--- config.mk ---
export PLATFORM = sky130hd
export DESIGN_NAME = inst_enc_loader
export DESIGN_NICKNAME = d
export VERILOG_FILES = /design/src/rtl/inst_enc_loader.sv
export SDC_FILE = /design/constraint.sdc
export NUM_CORES = 1
export LEC_CHECK = 0
export CORE_MARGIN = 3
export CORE_UTILIZATION = 35
export DETAILED_ROUTE_END_ITERATION = 12
export HOLD_SLACK_MARGIN = 0.05
export PLACE_DENSITY = 0.64
export SYNTH_ARGS = -nofsm -noshare
export SYNTH_HDL_FRONTEND = slang
export SYNTH_SLANG_ARGS = --single-unit
--- constraint.sdc ---
create_clock -name clk -period 3.06 [get_ports clk]
set_input_delay 0.612 -clock clk [delete_from_list [all_inputs] [get_ports clk]]
set_output_delay 0.612 -clock clk [all_outputs]
set_load 0.1 [all_outputs]
--- src/rtl/inst_enc_loader.sv ---
// inst_enc_loader: packs op/rd/rs/rt fields into 8-bit instruction words and
// writes them sequentially into instruction memory from address 0, reporting
// completion and overflow.
// DEPTH must be a power of two (>= 2) and AW must equal log2(DEPTH).
module inst_enc_loader #(
    parameter int unsigned DEPTH = 16,
    parameter int unsigned AW    = 4
) (
    input  logic          clk,
    input  logic          rst,
    input  logic          start,
    input  logic          in_valid,
    output logic          in_ready,
    input  logic [1:0]    op,
    input  logic [1:0]    rd,
    input  logic [1:0]    rs,
    input  logic [1:0]    rt,
    input  logic          last,
    output logic          mem_we,
    output logic [AW-1:0] mem_addr,
    output logic [7:0]    mem_wdata,
    output logic [AW:0]   count,
    output logic          done,
    output logic          overflow
);

    localparam logic [AW-1:0] LAST_ADDR = AW'(DEPTH - 1);

    typedef enum logic [1:0] {
        S_IDLE = 2'd0,
        S_LOAD = 2'd1,
        S_DONE = 2'd2
    } state_t;

    state_t        state;
    logic [AW-1:0] wp;
    logic          xfer;

    // Ready only while loading; a start in the same cycle blocks the transfer
    assign in_ready = (state == S_LOAD) && !start;
    assign xfer     = in_valid && in_ready;

    // Session FSM, write pointer and registered memory-write outputs
    always_ff @(posedge clk) begin
        if (rst) begin
            state     <= S_IDLE;
            wp        <= '0;
            mem_we    <= 1'b0;
            mem_addr  <= '0;
            mem_wdata <= '0;
            count     <= '0;
            done      <= 1'b0;
            overflow  <= 1'b0;
        end else begin
            mem_we <= 1'b0;
            if (start) begin
                state    <= S_LOAD;
                wp       <= '0;
                count    <= '0;
                done     <= 1'b0;
                overflow <= 1'b0;
            end else if (xfer) begin
                mem_we    <= 1'b1;
                mem_addr  <= wp;
                mem_wdata <= {op, rd, rs, rt};
                count     <= count + 1'b1;
                wp        <= wp + 1'b1;
                if (last) begin
                    state    <= S_DONE;
                    done     <= 1'b1;
                    overflow <= 1'b0;
                end else if (wp == LAST_ADDR) begin
                    // Memory full without a final instruction: stop, never wrap
                    state    <= S_DONE;
                    done     <= 1'b1;
                    overflow <= 1'b1;
                end
            end
        end
    end

endmodule
Word-level counts from Yosys, hierarchy flattened
Index checks and enable logic that the tools add are counted.
{ "word_totals": {"regBits": 26, "inputBits": 13, "out_inout_bits": 21} }
{ "classes": {"addsub": 2, "n_eq_ne": 2, "n_mux": 8, "bitwise": 1, "reduce_logical": 10} }
{ "op_table": {"columns": ["op", "count"], "rows": [
  ["$mux 1", 6],
  ["$reduce_and 2->1", 3],
  ["$add 5x1->5 const B", 1],
  ["$add 4x1->4 const B", 1],
  ["$eq 4x4->1 const B", 1],
  ["$mux 2", 2],
  ["$reduce_bool 2->1", 2],
  ["$reduce_bool 3->1", 1],
  ["$eq 2x1->1 const B", 1],
  ["$logic_and 1x1->1", 2],
  ["$reduce_or 2->1", 1],
  ["$logic_not 1->1", 1],
  ["$not 1->1", 1]
]} }

Longest topological paths before layout
Gate-level depths: netlist (run 1).
{ "logic_depth": {"depth_word": 5, "ltp_mapped": 5, "mapped_depth_nobuf": 4} }

Worst setup path before layout (run 1)
Ideal clock, no wire load.
{ "synth_path": {"path_type": "reg-to-output", "start": "register done (netlist name)", "end": "output in_ready", "arrival_time_ps": 3019, "t_required_ps": 2448, "slack_ps": -571, "path_stages_with_launch": 2, "n_path_buf": 0, "cell_sequence": "dfxtp_1 > nor3b_1"} }
{ "synth_lines": {"columns": ["item", "line", "text"], "rows": [
  ["end, declared", "13", "output logic in_ready,"]
]} }

Final worst setup path (run 1)
{ "layout_path": {"start": "input start", "end": "output in_ready"} }
{ "layout_via": {"elab_chain_len": 2} }
{ "layout_rtl": {"columns": ["item", "line", "text"], "rows": [
  ["start, declared", "11", "input logic start,"],
  ["$logic_not 1->1", "40", "assign in_ready = (state == S_LOAD) && !start;"],
  ["$logic_and 1x1->1", "40", null]
]} }
No other way between the ends.

==> out/qor.csv, run 1 <==
stage,metric,value,unit
critical_path,worst setup slack for register-to-register paths,1.64,ns
clock_network,clock-pin slew on the worst setup and hold paths,0.13,ns
final_layout,filler cell count in the final layout,266,
synthesis,Mapped Nets,128,
placement,placer congestion estimate,0.673,
global_routing,maximum number of pins on one net before global-route repair,27,
synthesis,synthesized flop and latch total,25,
critical_path,worst reg-to-reg path cell count,4,
timing,setup TNS,0,ns
timing,Max transition margin,64.9,%
final_layout,net count of the finished layout,161,
routing,Residual DRC,0,
synthesis,synthesized area,955,µm²
critical_path,kind of critical path,in -> out,
routing,DR iter-0 viols,11,
final_layout,Layout Utilization,50.8,%
clock_network,number of buffers inserted during clock tree synthesis,3,
clock_network,Worst-Skew Late Latency,0.31,ns
timing,count of endpoints failing setup in the final report,0,
critical_path,"slowest stage cell, crit path",sky130_fd_sc_hd__clkdlybuf4s50_1,
synthesis,area share of the leading cell type in the synthesized netlist,52.4,%
min_path,path type of the worst min-delay path,reg -> reg,
floorplanning,number of rows in the core area,18,
synthesis,sequential-to-total area share from yosys stat,52.4,%
routing,Avg Vias per Cell,5.02,
timing,transition time at the pin with the least slew margin,0.525,ns
clock_network,post-cts gate resize count,0,
timing,count of pins over their slew limit,0,
floorplanning,width of the die,58.2,µm
min_path,hold endpoint,mem_wdata[4],
critical_path,Critical Path Sink Type,output port,
critical_path,reg-to-reg critical path endpoint,mem_wdata[7],
pwr,total power,555,µW
final_layout,Post-Layout Cell Count,175,
clock_network,CTS tree,built,
min_path,Hold Crit Start,mem_wdata[4],
outcome,result of the run,"complete, no violations",
critical_path,"CP delay by family, top",buffers and inverters,
synthesis,main area contributors after synthesis,"sky130_fd_sc_hd__dfxtp_1 52%, sky130_fd_sc_hd__nand2_1 11%, sky130_fd_sc_hd__a21oi_1 10%, sky130_fd_sc_hd__or3_1 3.3%, sky130_fd_sc_hd__ha_1 2.6%",
clock_network,Post-CTS Setup Inserts,0,
critical_path,startpoint of the worst register-to-register path,done,
placement,post-detailed-placement half-perimeter wirelength,1.51,mm
critical_path,Worst Path Arrival,1.63,ns
timing,Peak Freq,0.446,GHz
placement,number of cells in the design after placement,171,
floorplanning,I/O pin cnt,34,
timing,skew final,0.00207,ns
critical_path,critical path cell sequence,"clkdlybuf4s50_1, nor3b_2, buf_12",
timing,final number of hold-violating endpoints,0,
routing,total via count in the routed design,879,
routing,WL per Instance,11.6,µm
pwr,static leakage,0.486,nW
synthesis,post-synthesis cell type with the largest combined area,sky130_fd_sc_hd__dfxtp_1,
final_layout,share of final-layout standard cells stronger than drive strength 1,20.0,%
synthesis,Cell variety after synth,23,
global_routing,overall routing resource usage,12.3,%
routing,sum of routed wire length over all layers,2.03,mm
final_layout,area used by multi-input combinational logic,414,µm²
global_routing,vias in the first global route,771,
clock_network,hold-fix buffer count after cts,0,
timing,smallest setup slack after layout,0.816,ns
synthesis,Syn. warnings,0,
timing,Tmin final,2.24,ns
synthesis,average cell area after synthesis,8.45,µm²
critical_path,kind of launch point of the worst setup path,primary input,
critical_path,"Max FO, Critical Path",6,
floorplanning,die outline area,3390,µm²
global_routing,initial antenna violation count,0,
routing,Antenna Nets Post-Route,0,
critical_path,delay contributed by the slowest stage of the critical path,0.50,ns
floorplanning,area of the core,2540,µm²
timing,unrepaired setup endpoints after global routing,no,
floorplanning,Vert. Die Dim,58.2,µm
placement,number of buffers inserted by port buffering,33,
min_path,WHS Path Cells,2,
global_routing,global route total overflow,0,
timing,final critical-path share of the clock period,73.3,%
floorplanning,starting utilization of the core area,37.5,%
synthesis,number of cells produced by synthesis,113,
clock_network,root cell of the clock tree,sky130_fd_sc_hd__clkbuf_4,
routing,DR pass1 iterations,4,
critical_path,critical path data required time,2.45,ns
final_layout,sequential cell area,500,µm²
placement,"worst slack, placed",0.808,ns
final_layout,Layout area overhead,35.4,%
final_layout,n_diodes,0,
clock_network,count of H-tree levels built during CTS,1,
global_routing,wire length of the first global-routing pass,3.30,mm
pwr,largest vdd supply drop,0.405,mV
clock_network,maximum root-to-sink buffer count,2,
clock_network,clock sink count,25,
critical_path,worst path bufs/invs,2,
critical_path,number of gates on the worst path with buffers counted,3,
run,Max-cap violations,0,
pwr,ratio of total power to cell area,429,nW/µm²
[power breakdown]
part	internal, mW	switching [mW]
clock network	0.0489	0.0953
logic	0.0276	0.0498
registers	0.330	0.00315
total	0.407	0.148
[metal layers]
metal | track usage (%) | share of wire, %
met3 | 5.12 | 6.8
met1 | 13.4 | 41
met5 | 0 | 0
met4 | 0.993 | 0
met2 | 22.9 | 52
[layout by cell type (no fill, tap or decap), types with 3 or more instances in the layout]
master / n
sky130_fd_sc_hd__nor2_1: 6
sky130_fd_sc_hd__clkbuf_4: 3
sky130_fd_sc_hd__nand3_1: 3
sky130_fd_sc_hd__buf_4: 22
sky130_fd_sc_hd__clkdlybuf4s50_1: 12
sky130_fd_sc_hd__o21ai_0: 3
sky130_fd_sc_hd__nand2_1: 28
sky130_fd_sc_hd__or3_1: 5
sky130_fd_sc_hd__a21oi_1: 19
sky130_fd_sc_hd__dfxtp_1: 25
[cell type report]
class / count / area share, %
Timing Repair Buffer: 35 / 23.6
Inverter: 2 / 0.581
Clock inverter: 1 / 0.387
Clock buffer: 3 / 1.74
Multi-Input combinational cell: 79 / 32.0
Tap cell: 30 / 2.90
Sequential cell: 25 / 38.7
[state kept, by name (all words and copies together), names as in the netlist]
name	count
overflow	1
state	1
wp	4
count	5
mem_wdata	8
done	1
mem_we	1
mem_addr	4
[through the flow]
step	cell area [µm²]	hold slack (ns)
floorplan	960	0.462
global placement	1260	0.444
detailed placement	1260	0.449
CTS	1290	0.468
global route	1290	0.482
finish	1290	0.464
[how the worst max path moves through the flow]
stage,start,endpoint
2_1_floorplan,done,in_ready
3_3_place_gp,start,in_ready
3_5_place_dp,start,in_ready
4_1_cts,start,in_ready
5_1_grt,start,in_ready
6_report,start,in_ready
[logic make-up after synthesis]
group | synth area share [%]
fa+ha+maj | 2.62
simple gates | 22.7
buf+inv | 4.72
compound gates | 15.7
xor+xnor | 1.84
flops | 52.4
[worst reg2reg max path, stage by stage, from the launching register on]
cell,delay (ns)
sky130_fd_sc_hd__dfxtp_1,0.37
sky130_fd_sc_hd__and4bb_1,0.56
sky130_fd_sc_hd__buf_4,0.24
sky130_fd_sc_hd__nand2_1,0.06
sky130_fd_sc_hd__a21oi_1,0.12
[Yosys cell counts]
master,number
sky130_fd_sc_hd__ha_1,2
sky130_fd_sc_hd__buf_2,3
sky130_fd_sc_hd__nor2_1,6
sky130_fd_sc_hd__nand2_1,28
sky130_fd_sc_hd__and4bb_1,1
sky130_fd_sc_hd__o21ai_0,3
sky130_fd_sc_hd__nand3_1,3
sky130_fd_sc_hd__nand4bb_1,1
sky130_fd_sc_hd__or3_1,5
sky130_fd_sc_hd__buf_4,2
sky130_fd_sc_hd__a41oi_1,1
sky130_fd_sc_hd__nor3b_1,1
sky130_fd_sc_hd__nor3_1,1
sky130_fd_sc_hd__a31oi_1,1
sky130_fd_sc_hd__a21oi_1,19
sky130_fd_sc_hd__clkbuf_1,2
sky130_fd_sc_hd__xnor2_1,2
sky130_fd_sc_hd__inv_1,2
sky130_fd_sc_hd__a211oi_1,1
sky130_fd_sc_hd__dfxtp_1,25
sky130_fd_sc_hd__or2_2,1
sky130_fd_sc_hd__o21ai_1,2
sky130_fd_sc_hd__o21a_1,1
(Power assumes the default switching activity.)
==> run 2: changes to the inputs <==
- clock period: 3.06 -> 2.29 ns (I/O delays scaled with it)
==> out/qor.csv, run 2 (synthesis gave the netlist of run 1 again) <==
stage,metric,value,unit
routing,Antenna Nets Post-Route,0,
floorplanning,area of the core,2540,µm²
min_path,path type of the worst min-delay path,reg -> reg,
timing,Max transition margin,81.2,%
critical_path,kind of launch point of the worst setup path,primary input,
routing,DR iter-0 viols,17,
global_routing,vias in the first global route,816,
final_layout,Layout Utilization,51.6,%
critical_path,source of the critical timing path,start,
clock_network,clock sink count,25,
final_layout,largest reg by FF count,mem_wdata,
clock_network,maximum root-to-sink buffer count,2,
global_routing,wire length of the first global-routing pass,3.33,mm
floorplanning,number of rows in the core area,18,
routing,Residual DRC,0,
final_layout,"most common cell after layout, fill and taps aside",sky130_fd_sc_hd__nand2_1,
floorplanning,starting utilization of the core area,37.5,%
critical_path,"Max FO, Critical Path",6,
global_routing,met1 track demand over resource,14.7,%
global_routing,maximum number of pins on one net before global-route repair,27,
pwr,static leakage,0.496,nW
global_routing,initial antenna violation count,0,
clock_network,hold-fix buffer count after cts,0,
clock_network,root cell of the clock tree,sky130_fd_sc_hd__clkbuf_4,
timing,final number of hold-violating endpoints,0,
timing,final critical-path share of the clock period,83.6,%
floorplanning,width of the die,58.2,µm
global_routing,GR met3 Demand/Resource,5.12,%
global_routing,global route total overflow,0,
final_layout,n_diodes,0,
clock_network,Worst-Skew Late Latency,0.32,ns
timing,Peak Freq,0.522,GHz
routing,DR pass1 iterations,4,
run,Max-cap violations,0,
floorplanning,I/O pin cnt,34,
pwr,ratio of total power to cell area,570,nW/µm²
floorplanning,Vert. Die Dim,58.2,µm
clock_network,count of H-tree levels built during CTS,1,
routing,sum of routed wire length over all layers,2.05,mm
routing,Avg Vias per Cell,4.97,
timing,Tmin final,1.91,ns
critical_path,Critical Path Sink Type,output port,
clock_network,clock-pin slew on the worst setup and hold paths,0.14,ns
final_layout,most frequent cells in the layout,"28 x sky130_fd_sc_hd__nand2_1, 25 x sky130_fd_sc_hd__dfxtp_1, 24 x sky130_fd_sc_hd__buf_4, 19 x sky130_fd_sc_hd__a21oi_1, 12 x sky130_fd_sc_hd__clkdlybuf4s50_1",
floorplanning,die outline area,3390,µm²
placement,post-detailed-placement half-perimeter wirelength,1.53,mm
clock_network,CTS tree,built,
outcome,result of the run,"complete, no violations",
min_path,Hold Crit Start,mem_wdata[2],
routing,WL per Instance,11.6,µm
final_layout,Layout area overhead,37.6,%
global_routing,overall routing resource usage,12.7,%
placement,placer congestion estimate,0.720,
final_layout,net count of the finished layout,163,
placement,number of buffers inserted by port buffering,33,
critical_path,Worst Path Arrival,1.46,ns
critical_path,startpoint of the worst register-to-register path,done,
clock_network,Post-CTS Setup Inserts,0,
clock_network,post-cts gate resize count,0,
final_layout,Largest register FFs,8,
clock_network,number of buffers inserted during clock tree synthesis,3,
routing,total via count in the routed design,879,
final_layout,Top Registers,"mem_wdata: 8 flops, count: 5 flops",
global_routing,met2 layer usage reported by global route,21.8,%
timing,transition time at the pin with the least slew margin,0.282,ns
timing,setup TNS,0,ns
final_layout,share of final-layout standard cells stronger than drive strength 1,21.1,%
critical_path,kind of critical path,in -> out,
timing,count of pins over their slew limit,0,
timing,count of endpoints failing setup in the final report,0,
pwr,largest vdd supply drop,0.412,mV
critical_path,critical path data required time,1.83,ns
timing,unrepaired setup endpoints after global routing,no,
global_routing,layer with the highest usage after global routing,met2,
timing,skew final,0.00616,ns
-- run 2: per-layer routing --
layer | wire (µm) | part of all wire [%] | up-vias
li1 | - | - | 450
met1 | 904 | 44 | 406
met2 | 1020 | 50 | 21
met3 | 117 | 5.7 | 2
met4 | 9 | 0.44 | 0
met5 | 0 | 0 | -
-- run 2: worst paths after layout --
path	end	slack, ns	cells past startpoint
max	in_ready	0.38	3
min	mem_wdata[2]	0.46	2
max reg2reg	count[3]	0.91	4
min reg2reg	mem_wdata[2]	0.46	2
-- run 2: layout make-up --
type	count	area, µm²
fillers	252	1230
flip-flops and latches	25	500
multi-input cells	79	420
repair buffers	37	320
well taps	30	37.5
clock buffers	3	22.5
inverters	2	7.51
clock inverters	1	5.00
-- run 2: worst max-delay path, stage by stage --
cell and delay (ns):
sky130_fd_sc_hd__clkdlybuf4s50_1 0.51, sky130_fd_sc_hd__nor3b_4 0.28, sky130_fd_sc_hd__buf_12 0.20
-- run 2: power breakdown --
| part | total [mW] | switching (mW) | internal [mW] | leakage, nW |
|---|---|---|---|---|
| clock network | 0.196 | 0.131 | 0.0654 | 0.0177 |
| registers | 0.446 | 0.00445 | 0.441 | 0.202 |
| logic | 0.107 | 0.0671 | 0.0399 | 0.277 |
-- run 2: metrics by stage --
step / hold WS, ns / power [mW] / setup slack [ns] / instances / instance area, µm²
after floorplan: 0.462 / 0.521 / 0.180 / 113 / 966
after global placement: 0.445 / 0.562 / 0.337 / 173 / 1290
after detailed placement: 0.448 / 0.563 / 0.281 / 173 / 1290
after CTS: 0.467 / 0.760 / 0.365 / 177 / 1310
after global routing: 0.488 / 0.786 / 0.320 / 177 / 1310
final: 0.465 / 0.749 / 0.376 / 177 / 1310
